**src/rtl/pipe_ctrl_pkg.sv**
```systemverilog
// Shared types for the pipeline stall/flush controller: FSM states and the
// stage indices used to pack the hold/flush vectors.
package pipe_ctrl_pkg;

    typedef enum logic [1:0] {
        RUN      = 2'd0,
        MEM_WAIT = 2'd1,
        MULDIV   = 2'd2
    } state_t;

    // Bit positions of each pipeline register in the packed en_n/flush vectors.
    // The PC has a hold but no bubble, so the flush vector starts at IFID.
    localparam int STG_PC     = 0;
    localparam int STG_IFID   = 1;
    localparam int STG_IDEX   = 2;
    localparam int STG_EXMEM  = 3;
    localparam int STG_MEMWB  = 4;
    localparam int NUM_STAGES = 5;

endpackage

```
**src/rtl/pipe_ctrl_hazard_detect.sv**
```systemverilog
// Combinational decode of the in-order hazards seen from ID/EX: taken-branch
// squash, load-use stall and jump bubble, already resolved against each other
// so at most one of the three is asserted.
module hazard_detect #(
    parameter int REG_ADDR_W = 5
) (
    input  logic [REG_ADDR_W-1:0] id_rs,
    input  logic [REG_ADDR_W-1:0] id_rt,
    input  logic                  id_use_rt,
    input  logic                  id_jump,
    input  logic                  ex_mem_read,
    input  logic [REG_ADDR_W-1:0] ex_rd,
    input  logic                  ex_branch_taken,
    output logic                  squash,
    output logic                  load_use_stall,
    output logic                  jump_bubble
);

    logic rs_match;
    logic rt_match;
    logic load_use;

    // r0 is hardwired, so a load targeting it never creates a dependency.
    assign rs_match = (ex_rd == id_rs);
    assign rt_match = id_use_rt && (ex_rd == id_rt);
    assign load_use = ex_mem_read && (ex_rd != '0) && (rs_match || rt_match);

    // A taken branch kills the ID instruction, making its hazards irrelevant.
    assign squash         = ex_branch_taken;
    assign load_use_stall = load_use && !ex_branch_taken;
    assign jump_bubble    = id_jump && !ex_branch_taken && !load_use;

endmodule

```
**src/rtl/pipe_ctrl.sv**
```systemverilog
// Central stall/flush controller for the five-stage pipeline. Hold and flush
// outputs are Mealy (state + current inputs); mem_timeout is registered.
module pipe_ctrl
    import pipe_ctrl_pkg::*;
#(
    parameter int REG_ADDR_W    = 5,
    parameter int MULDIV_CYCLES = 32,
    parameter int MEM_TIMEOUT   = 255
) (
    input  logic                  clk,
    input  logic                  rst,
    input  logic [REG_ADDR_W-1:0] id_rs,
    input  logic [REG_ADDR_W-1:0] id_rt,
    input  logic                  id_use_rt,
    input  logic                  id_jump,
    input  logic                  ex_mem_read,
    input  logic [REG_ADDR_W-1:0] ex_rd,
    input  logic                  ex_branch_taken,
    input  logic                  ex_muldiv_start,
    input  logic                  mem_req,
    input  logic                  dmem_ready,
    output logic                  pc_en_n,
    output logic                  ifid_en_n,
    output logic                  idex_en_n,
    output logic                  exmem_en_n,
    output logic                  memwb_en_n,
    output logic                  ifid_flush,
    output logic                  idex_flush,
    output logic                  exmem_flush,
    output logic                  memwb_flush,
    output logic                  mem_timeout,
    output logic                  busy
);

    localparam int WAIT_W = $clog2(MEM_TIMEOUT + 1);
    localparam int MD_W   = $clog2(MULDIV_CYCLES);
    localparam logic [WAIT_W-1:0] WAIT_MAX = WAIT_W'(MEM_TIMEOUT);
    localparam logic [MD_W-1:0]   MD_LOAD  = MD_W'(MULDIV_CYCLES - 2);

    state_t              state_reg, state_next;
    logic [WAIT_W-1:0]   wait_cnt_reg, wait_cnt_next, wait_sat;
    logic [MD_W-1:0]     md_cnt_reg, md_cnt_next;
    logic                mem_timeout_reg, mem_timeout_next;
    logic [NUM_STAGES-1:0]      en_n_vec;
    logic [STG_MEMWB:STG_IFID]  flush_vec;

    logic mem_stall;
    logic squash;
    logic load_use_stall;
    logic jump_bubble;

    hazard_detect #(
        .REG_ADDR_W (REG_ADDR_W)
    ) u_hazard (
        .id_rs           (id_rs),
        .id_rt           (id_rt),
        .id_use_rt       (id_use_rt),
        .id_jump         (id_jump),
        .ex_mem_read     (ex_mem_read),
        .ex_rd           (ex_rd),
        .ex_branch_taken (ex_branch_taken),
        .squash          (squash),
        .load_use_stall  (load_use_stall),
        .jump_bubble     (jump_bubble)
    );

    assign mem_stall = mem_req && !dmem_ready;
    assign wait_sat  = (wait_cnt_reg == WAIT_MAX) ? WAIT_MAX : wait_cnt_reg + WAIT_W'(1);

    // Next-state, counter and hold/flush decode; priority mem > muldiv > branch > load-use > jump.
    always_comb begin
        state_next       = state_reg;
        wait_cnt_next    = wait_cnt_reg;
        md_cnt_next      = md_cnt_reg;
        mem_timeout_next = 1'b0;
        en_n_vec         = '0;
        flush_vec        = '0;
        if (rst) begin
            en_n_vec      = '1;
            flush_vec     = '1;
            state_next    = RUN;
            wait_cnt_next = '0;
            md_cnt_next   = '0;
        end else begin
            case (state_reg)
                RUN: begin
                    if (mem_stall) begin
                        en_n_vec[STG_PC]     = 1'b1;
                        en_n_vec[STG_IFID]   = 1'b1;
                        en_n_vec[STG_IDEX]   = 1'b1;
                        en_n_vec[STG_EXMEM]  = 1'b1;
                        flush_vec[STG_MEMWB] = 1'b1;
                        state_next           = MEM_WAIT;
                        wait_cnt_next        = '0;
                    end else if (ex_muldiv_start) begin
                        en_n_vec[STG_PC]     = 1'b1;
                        en_n_vec[STG_IFID]   = 1'b1;
                        en_n_vec[STG_IDEX]   = 1'b1;
                        flush_vec[STG_EXMEM] = 1'b1;
                        state_next           = MULDIV;
                        md_cnt_next          = MD_LOAD;
                    end else if (squash) begin
                        flush_vec[STG_IFID] = 1'b1;
                        flush_vec[STG_IDEX] = 1'b1;
                    end else if (load_use_stall) begin
                        en_n_vec[STG_PC]    = 1'b1;
                        en_n_vec[STG_IFID]  = 1'b1;
                        flush_vec[STG_IDEX] = 1'b1;
                    end else if (jump_bubble) begin
                        flush_vec[STG_IFID] = 1'b1;
                    end
                end
                MEM_WAIT: begin
                    if (dmem_ready) begin
                        // Completing access: everything advances this cycle.
                        state_next = RUN;
                    end else if (wait_sat == WAIT_MAX) begin
                        // Abort: drop the stuck MEM instruction and let the rest advance.
                        flush_vec[STG_MEMWB] = 1'b1;
                        state_next           = RUN;
                        wait_cnt_next        = wait_sat;
                        mem_timeout_next     = 1'b1;
                    end else begin
                        en_n_vec[STG_PC]     = 1'b1;
                        en_n_vec[STG_IFID]   = 1'b1;
                        en_n_vec[STG_IDEX]   = 1'b1;
                        en_n_vec[STG_EXMEM]  = 1'b1;
                        flush_vec[STG_MEMWB] = 1'b1;
                        wait_cnt_next        = wait_sat;
                    end
                end
                MULDIV: begin
                    en_n_vec[STG_PC]   = 1'b1;
                    en_n_vec[STG_IFID] = 1'b1;
                    en_n_vec[STG_IDEX] = 1'b1;
                    if (mem_stall) begin
                        // The instruction in MEM must be kept, so hold EX/MEM instead of bubbling it.
                        en_n_vec[STG_EXMEM]  = 1'b1;
                        flush_vec[STG_MEMWB] = 1'b1;
                    end else begin
                        flush_vec[STG_EXMEM] = 1'b1;
                    end
                    if (md_cnt_reg == '0) begin
                        state_next    = mem_stall ? MEM_WAIT : RUN;
                        wait_cnt_next = '0;
                    end else begin
                        md_cnt_next = md_cnt_reg - MD_W'(1);
                    end
                end
                default: begin
                    state_next = RUN;
                end
            endcase
        end
    end

    // State, counters and the registered timeout pulse.
    always_ff @(posedge clk) begin
        if (rst) begin
            state_reg       <= RUN;
            wait_cnt_reg    <= '0;
            md_cnt_reg      <= '0;
            mem_timeout_reg <= 1'b0;
        end else begin
            state_reg       <= state_next;
            wait_cnt_reg    <= wait_cnt_next;
            md_cnt_reg      <= md_cnt_next;
            mem_timeout_reg <= mem_timeout_next;
        end
    end

    assign pc_en_n     = en_n_vec[STG_PC];
    assign ifid_en_n   = en_n_vec[STG_IFID];
    assign idex_en_n   = en_n_vec[STG_IDEX];
    assign exmem_en_n  = en_n_vec[STG_EXMEM];
    assign memwb_en_n  = en_n_vec[STG_MEMWB];
    assign ifid_flush  = flush_vec[STG_IFID];
    assign idex_flush  = flush_vec[STG_IDEX];
    assign exmem_flush = flush_vec[STG_EXMEM];
    assign memwb_flush = flush_vec[STG_MEMWB];

    // Status outputs read as idle while reset is held.
    assign mem_timeout = mem_timeout_reg && !rst;
    assign busy        = (state_reg != RUN) && !rst;

endmodule

```
**config.mk**
```make
export PLATFORM = sky130hd
export DESIGN_NAME = pipe_ctrl
export DESIGN_NICKNAME = d
export VERILOG_FILES = /design/src/rtl/pipe_ctrl_pkg.sv /design/src/rtl/pipe_ctrl_hazard_detect.sv /design/src/rtl/pipe_ctrl.sv
export SDC_FILE = /design/constraint.sdc
export NUM_CORES = 1
export LEC_CHECK = 0
export CAP_MARGIN = 25
export CELL_PAD_IN_SITES_DETAIL_PLACEMENT = 2
export CELL_PAD_IN_SITES_GLOBAL_PLACEMENT = 2
export CORE_ASPECT_RATIO = 0.7
export CORE_MARGIN = 2
export CORE_UTILIZATION = 29
export CTS_BUF_LIST = sky130_fd_sc_hd__clkbuf_8
export DETAILED_ROUTE_END_ITERATION = 10
export GPL_ROUTABILITY_DRIVEN = 0
export PLACE_DENSITY = 0.9
export SETUP_SLACK_MARGIN = 0.5
export SLEW_MARGIN = 20
export SYNTH_ARGS = -nofsm -noshare
export SYNTH_HDL_FRONTEND = slang
export SYNTH_SLANG_ARGS = --single-unit
```
**constraint.sdc**
```tcl
create_clock -name clk -period 4.6 [get_ports clk]
set_input_delay 1.38 -clock clk [delete_from_list [all_inputs] [get_ports clk]]
set_output_delay 1.38 -clock clk [all_outputs]
set_load 0.01 [all_outputs]
```
==> impl_metrics.env, run 1 <==
export IMPL_max_freq_ghz=0.247
export IMPL_synth_edf_count=0
export IMPL_synth_top_area_share_pct=27.6
export IMPL_report_final_slew_viol_count=0
export IMPL_yosysMostFrequentCell="dfxtp_1"
export IMPL_netlist_area_sq_um=1160
export IMPL_yosysTopAreaCell="dfxtp_1"
export IMPL_grt_max_degree=13
export IMPL_insertion_delay_ps=250
export IMPL_synthFlopType="dfxtp_1"
export IMPL_setup_viol=0
export IMPL_synth_fp_nets=170
export IMPL_drc=0
export IMPL_die_width_microns=79.6
export IMPL_place_area_sq_um=1610
export IMPL_p_leak_nw=0.713
export IMPL_overflow=0
export IMPL_pin_count=35
export IMPL_gr_usage_met1_pct=26.2
export IMPL_start_util_pct=30.0
export IMPL_antenna_found_initial=0
export IMPL_portBuffers=34
export IMPL_syn2layout_area_growth_pct=47.7
export IMPL_numCtsBuffers=3
export IMPL_relSlewSlack_pct=47.3
export IMPL_wl_microns=4780
export IMPL_path_class="in -> out"
export IMPL_rsz0062_at_grt="true"
export IMPL_synth_area_leaders="dfxtp_1 (28%), xor2_1 (9.1%), a32o_1 (5.2%)"
export IMPL_detail_route_antenna_nets=0
export IMPL_grt_busiest_layer="met2"
export IMPL_cts_buffer_depth=2
export IMPL_start_kind="primary input"
export IMPL_synth_top_cells_by_count="dfxtp_1 (16), nor2_1 (13), xor2_1 (12)"
export IMPL_p_total_uw=425
export IMPL_first_iter_violations=27
export IMPL_fin_hold_ws_ps=534
export IMPL_syn_mean_instance_area_sq_um=8.12
export IMPL_rr_endpoint="wait_cnt_reg[3]"
export IMPL_fin_crit_sh_pct=88.1
export IMPL_peakVddDrop_mv=0.189
export IMPL_nets=215
export IMPL_stdcell_count=239
export IMPL_min_path_type="reg -> reg"
export IMPL_path_clk_slew_ps=70
export IMPL_reg2reg_from="state_reg[0]"
export IMPL_clock_skew_ps=2.99
export IMPL_grt_pass1_vias=1511
export IMPL_crit_fanout=3
export IMPL_cp_arrival_ps=2670
export IMPL_r2r_cells=4
export IMPL_drive_gt1_share_pct=25.1
export IMPL_hold_viol_final=0
export IMPL_crit_path_end="ifid_en_n"
export IMPL_dpl_cell_count=233
export IMPL_synth_cell_types=42
export IMPL_power_density_nw_per_um2=248
export IMPL_synth_warnings=0
export IMPL_ys_seq_area_share_pct=27.6
export IMPL_die_h_microns=56.9
export IMPL_synth_seq_cells=16
export IMPL_worstSetupStartpoint="ex_rd[1]"
export IMPL_layout_min_cycle_time_ps=4050
export IMPL_syn_inst=143
export IMPL_dp_hpwl_microns=3450
export IMPL_vias=1311
export IMPL_async_reset_ff_share_pct=0
export IMPL_fin_area_sq_um=1720
export IMPL_drv_cap=0
export IMPL_core_sq_um=3870
export IMPL_cts_tree="built"
export IMPL_die_area_sq_um=4530
export IMPL_root_buffer="clkbuf_8"
export IMPL_wl_per_cell_microns=20.0
export IMPL_fill_cells=413
export IMPL_met3_usage_pct=4.75
export IMPL_use_met2_pct=41.7
export IMPL_status="completed"
export IMPL_drtPass1Iterations=4
export IMPL_r2r_slack_ps=2650
export IMPL_vias_per_cell=5.49
export IMPL_grt_pass1_wl_microns=7750
export IMPL_cts_sinks=16
export IMPL_worstMarginPinSlew_ps=784
export IMPL_num_antenna_cells=0
export IMPL_largest_register_ffs=8
export IMPL_crit_path_end_kind="output port"
export IMPL_grtUsageTotal_pct=22.5
export IMPL_crit_required_ps=3220
export IMPL_cts_max_level=1
export IMPL_row_count=19
## repair_timing
item                                   CTS  global route
resized for setup                       60            26
pin swaps                                9            12
setup endpoints to repair               10             6
buffers inserted                         2             0
hold buffers                             0             0
endpoints found under the hold margin    0             0
## cell usage in the layout (no fill, tap or decap), types with 5 or more instances in the layout
cell type and count:
inv_1 7, dfxtp_1 16, nand2_1 9, nand3_1 10
dlygate4sd2_1 8, xor2_1 11, buf_4 13, dlymetal6s2s_1 6
nor2_1 13, buf_2 7, clkdlybuf4s50_1 5, a32o_1 6
o21ai_0 7
## worst min path at each step
stage | slack (ps) | depth (start not counted) | start | to
global placement | 480 | 2 | wait_cnt_reg[6] | wait_cnt_reg[6]
finish | 530 | 2 | wait_cnt_reg[6] | wait_cnt_reg[6]
global route | 560 | 2 | wait_cnt_reg[6] | wait_cnt_reg[6]
CTS | 540 | 2 | wait_cnt_reg[6] | wait_cnt_reg[6]
floorplan | 470 | 2 | wait_cnt_reg[6] | wait_cnt_reg[6]
detailed placement | 520 | 2 | wait_cnt_reg[6] | wait_cnt_reg[6]
## metal layers
metal / wire (microns) / up-vias
met5: 0 / -
met1: 2040 / 645
met2: 2500 / 34
met4: 102 / 0
met3: 143 / 11
li1: - / 621
## cell type report
cell class	instances	area [sq um]	share of cell area [%]
inverters	7	26.3	1.53
clock buffers	4	55.1	3.21
flip-flops and latches	16	320	18.7
repair buffers	46	385	22.5
well taps	52	65.1	3.79
multi-input cells	114	863	50.3
## metrics by stage
stage	utilization, %	setup slack (ps)	TNS (ps)
detailed placement	41.5	-273	-946
floorplan	-	679	0
global placement	41.5	-121	-398
finish	44.3	545	0
global route	44.3	485	0
CTS	43.5	517	0
## power breakdown
group	total (mW)	internal (mW)	switching [mW]
logic	0.139	0.0634	0.0754
registers	0.157	0.146	0.0107
clock network	0.129	0.0760	0.0532
## worst max-delay path, cell delays in order
cell	delay (ps)
clkdlybuf4s15_1	180
or4_4	490
o21ai_4	180
or4_4	160
o211ai_1	100
buf_2	190
## logic make-up after synthesis
family,count (synthesis),synth area share [%]
AO/OA/AOI/OAI,37,25.3
XOR/XNOR,13,9.81
adder cells (fa/ha/maj),3,3.23
buffers and inverters,13,5.06
flip-flops,16,27.6
multiplexers,1,0.862
AND/OR/NAND/NOR,60,28.1
(Power assumes the default switching activity.)
==> run 2, diff against run 1 <==
Settings changed: GPL_ROUTABILITY_DRIVEN 0 to not set.
==> results of run 2 <==
The final DEF is identical to that of run 1; final timing and power are the same.
